===== config.mk =====
export PLATFORM = sky130hd
export DESIGN_NAME = la_spi_cmd_master
export DESIGN_NICKNAME = d
export VERILOG_FILES = /design/src/rtl/la_spi_pkg.sv /design/src/rtl/la_spi_cmd_master_tick.sv /design/src/rtl/la_spi_cmd_master.sv
export SDC_FILE = /design/constraint.sdc
export NUM_CORES = 1
export LEC_CHECK = 0
export BUFFER_PORTS_ARGS = -buffer_cell sky130_fd_sc_hd__buf_2
export CAP_MARGIN = 25
export CORE_ASPECT_RATIO = 2
export CORE_MARGIN = 3
export CORE_UTILIZATION = 40
export CTS_BUF_LIST = sky130_fd_sc_hd__clkbuf_4 sky130_fd_sc_hd__clkbuf_8
export DETAILED_ROUTE_END_ITERATION = 10
export HOLD_SLACK_MARGIN = 0.12
export SLEW_MARGIN = 20
export SYNTH_ARGS = -nofsm -noshare
export SYNTH_HDL_FRONTEND = slang
export SYNTH_SLANG_ARGS = --single-unit

===== constraint.sdc =====
create_clock -name wb_clk_i -period 3.4 [get_ports wb_clk_i]
set_input_delay 0.51 -clock wb_clk_i [delete_from_list [all_inputs] [get_ports wb_clk_i]]
set_output_delay 0.51 -clock wb_clk_i [all_outputs]
set_load 0.03 [all_outputs]

===== src/rtl/la_spi_pkg.sv =====
// Shared types and helpers for the SPI command master.
//   spi_state_t : FSM state encoding
//   TICK_W      : width of the phase tick counter (covers CLK_DIV up to 255)
//   eff_len     : maps a requested bit count to the count actually sent
//                 (0 and anything above max_bits both mean max_bits)
package la_spi_pkg;

    typedef enum logic [2:0] {
        IDLE,
        SETUP,
        HIGH,
        LOW,
        HOLD,
        GAP
    } spi_state_t;

    localparam int TICK_W = 8;

    function automatic int unsigned eff_len(input int unsigned len,
                                            input int unsigned max_bits);
        if (len == 0 || len > max_bits) begin
            return max_bits;
        end
        return len;
    endfunction

endpackage


===== src/rtl/la_spi_cmd_master_tick.sv =====
// Restartable phase timer for the SPI command master.
// Loads CLK_DIV-1 on i_restart and counts down to zero, holding there;
// o_tick is high in the last cycle of a CLK_DIV-cycle phase.
// Ports:
//   wb_clk_i  in  clock
//   wb_rst_i  in  synchronous active-high reset
//   i_restart in  reload the counter (asserted on every FSM state change)
//   o_tick    out current phase ends this cycle
module spi_tick_gen
    import la_spi_pkg::*;
#(
    parameter int CLK_DIV = 2
) (
    input  logic wb_clk_i,
    input  logic wb_rst_i,
    input  logic i_restart,
    output logic o_tick
);

    localparam logic [TICK_W-1:0] LP_LOAD = TICK_W'(CLK_DIV - 1);

    logic [TICK_W-1:0] r_cnt;

    always_ff @(posedge wb_clk_i) begin
        if (wb_rst_i) begin
            r_cnt <= '0;
        end else if (i_restart) begin
            r_cnt <= LP_LOAD;
        end else if (r_cnt != '0) begin
            r_cnt <= r_cnt - TICK_W'(1);
        end
    end

    assign o_tick = (r_cnt == '0);

endmodule


===== src/rtl/la_spi_cmd_master.sv =====
// Write-only SPI initiator (mode 0, MSB first) that serialises a parallel
// command word onto csb/sclk/mosi.
// Ports:
//   wb_clk_i  in   clock
//   wb_rst_i  in   synchronous active-high reset; aborts any transfer
//   i_valid   in   request strobe, taken when i_valid & o_ready
//   o_ready   out  idle and able to accept a request
//   i_data    in   right-aligned word, bit [len-1] goes out first
//   i_len     in   bit count; 0 or >MAX_BITS sends MAX_BITS bits
//   o_csb     out  chip select, active low
//   o_sclk    out  serial clock, idles low
//   o_mosi    out  serial data, changes only with sclk low
//   o_busy    out  inverse of o_ready
//   o_done    out  one-cycle pulse when a word completes
//
// state | meaning
// IDLE  | ready, bus idle, waiting for a request
// SETUP | csb low, first bit on mosi, sclk low
// HIGH  | sclk high, slave samples mosi
// LOW   | sclk low, next bit presented
// HOLD  | sclk low after the last bit, csb still low
// GAP   | csb high before ready returns; done pulses on entry
module la_spi_cmd_master
    import la_spi_pkg::*;
#(
    parameter int MAX_BITS = 32,
    parameter int LEN_W    = 6,
    parameter int CLK_DIV  = 2
) (
    input  logic                wb_clk_i,
    input  logic                wb_rst_i,
    input  logic                i_valid,
    output logic                o_ready,
    input  logic [MAX_BITS-1:0] i_data,
    input  logic [LEN_W-1:0]    i_len,
    output logic                o_csb,
    output logic                o_sclk,
    output logic                o_mosi,
    output logic                o_busy,
    output logic                o_done
);

    spi_state_t          r_state;
    spi_state_t          w_next_state;
    logic [MAX_BITS-1:0] r_shift;
    logic [MAX_BITS-1:0] w_shift_nxt;
    logic [LEN_W-1:0]    r_bitcnt;
    logic [LEN_W-1:0]    w_bitcnt_nxt;
    logic [LEN_W-1:0]    w_len;
    logic [LEN_W-1:0]    w_align;
    logic                w_tick;
    logic                w_restart;
    logic                w_accept;
    logic                w_csb;
    logic                w_sclk;
    logic                w_mosi;
    logic                w_ready;
    logic                w_done;
    logic                r_csb;
    logic                r_sclk;
    logic                r_mosi;
    logic                r_ready;
    logic                r_busy;
    logic                r_done;

    assign w_len     = LEN_W'(eff_len(32'(i_len), unsigned'(MAX_BITS)));
    // Left-justify the word so the first bit to send always sits at the MSB.
    assign w_align   = LEN_W'(MAX_BITS) - w_len;
    assign w_accept  = i_valid & r_ready;
    assign w_restart = (w_next_state != r_state);

    spi_tick_gen #(
        .CLK_DIV (CLK_DIV)
    ) u_tick (
        .wb_clk_i  (wb_clk_i),
        .wb_rst_i  (wb_rst_i),
        .i_restart (w_restart),
        .o_tick    (w_tick)
    );

    always_ff @(posedge wb_clk_i) begin
        if (wb_rst_i) begin
            r_state <= IDLE;
        end else begin
            r_state <= w_next_state;
        end
    end

    // Outputs are decoded from the next state and registered, so they change
    // on the same edge as the state they describe.
    always_comb begin
        w_next_state = r_state;
        w_shift_nxt  = r_shift;
        w_bitcnt_nxt = r_bitcnt;
        w_csb        = 1'b1;
        w_sclk       = 1'b0;
        w_mosi       = 1'b0;
        w_ready      = 1'b0;
        w_done       = 1'b0;

        unique case (r_state)
            IDLE: begin
                if (w_accept) begin
                    w_next_state = SETUP;
                    w_shift_nxt  = i_data << w_align;
                    w_bitcnt_nxt = w_len;
                end
            end
            SETUP: if (w_tick) w_next_state = HIGH;
            HIGH: begin
                if (w_tick) begin
                    if (r_bitcnt == LEN_W'(1)) begin
                        w_next_state = HOLD;
                    end else begin
                        w_next_state = LOW;
                        w_shift_nxt  = r_shift << 1;
                        w_bitcnt_nxt = r_bitcnt - LEN_W'(1);
                    end
                end
            end
            LOW:  if (w_tick) w_next_state = HIGH;
            HOLD: if (w_tick) w_next_state = GAP;
            GAP:  if (w_tick) w_next_state = IDLE;
            default: w_next_state = IDLE;
        endcase

        case (w_next_state)
            IDLE: w_ready = 1'b1;
            SETUP, HIGH, LOW, HOLD: begin
                w_csb  = 1'b0;
                w_sclk = (w_next_state == HIGH);
                w_mosi = w_shift_nxt[MAX_BITS-1];
            end
            GAP: w_done = (r_state != GAP);
            default: w_ready = 1'b0;
        endcase
    end

    always_ff @(posedge wb_clk_i) begin
        if (wb_rst_i) begin
            r_shift  <= '0;
            r_bitcnt <= '0;
            r_csb    <= 1'b1;
            r_sclk   <= 1'b0;
            r_mosi   <= 1'b0;
            r_ready  <= 1'b1;
            r_busy   <= 1'b0;
            r_done   <= 1'b0;
        end else begin
            r_shift  <= w_shift_nxt;
            r_bitcnt <= w_bitcnt_nxt;
            r_csb    <= w_csb;
            r_sclk   <= w_sclk;
            r_mosi   <= w_mosi;
            r_ready  <= w_ready;
            r_busy   <= ~w_ready;
            r_done   <= w_done;
        end
    end

    assign o_ready = r_ready;
    assign o_busy  = r_busy;
    assign o_csb   = r_csb;
    assign o_sclk  = r_sclk;
    assign o_mosi  = r_mosi;
    assign o_done  = r_done;

endmodule


==> flow_summary.ini <==
[global_routing]
grt.total_usage = 0.232
antenna_found_initial = 0
grt_pass1_vias = 4553
grt_pass1_wl_um = 23500
gr-total-overflow = 0
grt_start_max_net_pins = 49

[clocking]
clk_path_buf_depth = 2
cts_resized = 0
cts_buffers = 5
h-tree-depth = 2
cts_tree = built
post_cts_buffers = 0
path_clk_slew_ps = 110
root_buffer = clkbuf_8
hold_buffers = 0
clk_latency_ps = 330
clock_sinks = 55

[timing]
setup_violations = 0
final.min_clock_period_ps = 3010
finClkSkew_ps = 12.8
tightest_slew_ps = 796
final_hold_viol_count = 0
tns_ps = 0
rsz0062_at_grt = no
timing.final.crit_share = 0.885
maxSlewHeadroom = 0.469
fmax_mhz = 332
slew_viol_final = 0

[critical_path]
crit_arrival_ps = 3270
path_class = input pin to register
critPathTopFamily = simple AND/OR/NAND/NOR gates
r2r_slack_ps = 980
cp.required_ps = 3660
worst_r2r_path_depth = 7
max_stage_delay_ps = 630
crit_path_start = i_len[5]
cp-endpoint = r_shift[12]
reg2reg_to = r_shift[12]
crit_cells = 9
cp-end-kind = register
startpoint_type = input pin
crit_path_max_fanout = 12
cp_cell_sequence = buf_2, nand2b_1, ha_1, nor4b_1, a221o_1, nand2_4, nor2_1, a22oi_1, a31oi_1
cp_slowest_cell = nor2_1
cp_num_buf_inv = 1
r2r_start = r_state[1]

[detailed_routing]
dr.pass1.iters = 4
post-route-drc-count = 0
ant_nets = 0
drt_wl_total_um = 14300
avgViaCountPerCell = 6.17
routedWlPerCell_um = 19.8
drt_iter0_markers = 282
num_vias = 4451

[die]
coreArea_um2 = 11400
ios = 47
rows = 55
die_y_um = 158
fp.dieW_um = 82.2
die-area_um2 = 13000
initial_core_util = 0.410

[pwr]
power_uw = 2670
max-vdd-ir-drop_mv = 0.237
p_leak_uw = 0.00191
power_density_nw_per_um2 = 523

[synth]
synth_cells = 549
synth.distinct_cells = 69
netlist_area_um2 = 4650
synth_edf_count = 0
ys.flop_type = dfxtp_1
yosysSeqAreaShare = 0.237
synth-async-reset-ratio = 0
syn_nets = 595
yosysWarningCount = 0
syn_avg_cell_area_um2 = 8.47
synth_seq_cells = 55

[layout]
diodes = 0
drive_gt1_frac = 0.225
nets = 624
area_growth_pct = 9.85

[placement]
gp_congestion = 0.972
port_buffers = 46
hpwl_um = 11300

[job]
max-cap-violations = 0

[worst_hold_path]
hp-start = r_shift[1]
hold_path.class = register to register

[run_status]
status = finished, final reports clean
## worst min-delay path: stages, from the launching register on
cell and delay [ps]:
dfxtp_1 330, nand2_1 50, a31oi_1 70
## area by class of cell
type,count,area (um^2)
Clock buffer,5,68.8
Inverter,13,48.8
Multi-Input combinational cell,435,3270
Clock inverter,3,22.5
Tap cell,142,178
Fill cell,1169,6250
Timing Repair Buffer,68,420
Sequential cell,55,1100
## state kept, by name (all words and copies together) (netlist names), 3 cells and up
| signal | flops |
|---|---|
| r_bitcnt | 6 |
| r_state | 3 |
| u_tick.r_cnt | 8 |
| r_shift | 32 |
## kinds of logic (layout without fill, tap and decap cells)
family | count (synthesis) | in the layout | synth area share
AND/OR/NAND/NOR | 213 | 213 | 0.223
AO/OA/AOI/OAI | 126 | 126 | 0.190
multiplexers | 82 | 82 | 0.252
buffers and inverters | 59 | 89 | 0.0619
flip-flops | 55 | 55 | 0.237
XOR/XNOR | 9 | 9 | 0.0226
adder cells (fa/ha/maj) | 5 | 5 | 0.0135
## cells in the mapped netlist (4+ instances only)
| master | count | area (um^2) |
|---|---|---|
| a221oi_1 | 11 | 96.3 |
| and3_1 | 9 | 56.3 |
| or3_1 | 4 | 25.0 |
| mux4_2 | 27 | 608 |
| o211ai_1 | 5 | 37.5 |
| a32oi_1 | 5 | 43.8 |
| xnor2_1 | 6 | 52.6 |
| a211oi_1 | 5 | 37.5 |
| mux2_2 | 10 | 113 |
| ha_1 | 5 | 62.6 |
| clkbuf_1 | 15 | 56.3 |
| a21oi_1 | 23 | 115 |
| inv_1 | 12 | 45.0 |
| o22ai_1 | 5 | 31.3 |
| nor2b_1 | 7 | 43.8 |
| and2_1 | 4 | 25.0 |
| nand2_1 | 70 | 263 |
| o21ai_1 | 4 | 20.0 |
| nor3_1 | 16 | 80.1 |
| nor4_1 | 4 | 25.0 |
| o21ai_0 | 16 | 80.1 |
| nand2b_1 | 6 | 37.5 |
| a22oi_1 | 7 | 52.6 |
| buf_2 | 20 | 100 |
| buf_4 | 7 | 52.6 |
| a31oi_1 | 17 | 106 |
| mux2i_1 | 45 | 450 |
| dfxtp_1 | 55 | 1100 |
| nand3_1 | 34 | 170 |
| nor2_1 | 42 | 158 |
| a41oi_1 | 6 | 52.6 |
## worst min-delay path by stage
stage | end | slack, ps | cells past startpoint
2_1_floorplan | r_shift[2] | 460 | 2
3_3_place_gp | r_shift[1] | 470 | 2
3_5_place_dp | r_shift[12] | 480 | 2
4_1_cts | r_shift[12] | 490 | 2
5_1_grt | r_shift[2] | 510 | 2
6_report | r_shift[2] | 490 | 2
## cells in the final DEF, fill, tap and decap left out, types with 6 or more instances in the layout
master    Yosys  layout
a31oi_1      17      17
mux2i_1      45      45
nor3_1       16      16
and3_1        9       9
nand3_1      34      34
dfxtp_1      55      55
mux2_2       10      10
nor2b_1       7       6
xnor2_1       6       6
mux4_2       27      27
a21oi_1      23      23
nor2_1       42      42
a22oi_1       7       7
o21ai_0      16      16
buf_2        20      46
buf_4         7      20
nand2b_1      6       6
a221oi_1     11      11
inv_1        12      12
nand2_1      70      70
a41oi_1       6       6
## power by group
group          switching (uW)  internal (uW)  total, uW
Clock                     234            148        383
Combinational             837            563       1400
Sequential                111            781        892
Total                    1180           1490       2670
## layer usage
layer	GRT usage	vias up	part of all wire
met1	0.244	2156	0.36
met2	0.423	123	0.55
met5	0	-	0
met4	0.147	0	0.062
li1	-	2132	-
met3	0.0232	40	0.034
## stage by stage
| stage | cell area (um^2) | worst slack (ps) | instances | hold slack, ps | utilization |
|---|---|---|---|---|---|
| floorplan | 4650 | 440 | 549 | 456 | - |
| global placement | 5020 | 195 | 713 | 465 | 0.442 |
| detailed placement | 5020 | 85.0 | 713 | 476 | 0.442 |
| CTS | 5110 | 421 | 721 | 491 | 0.450 |
| global route | 5110 | 214 | 721 | 509 | 0.450 |
| finish | 5110 | 390 | 721 | 486 | 0.450 |
Power figures use the tool's default switching activity.
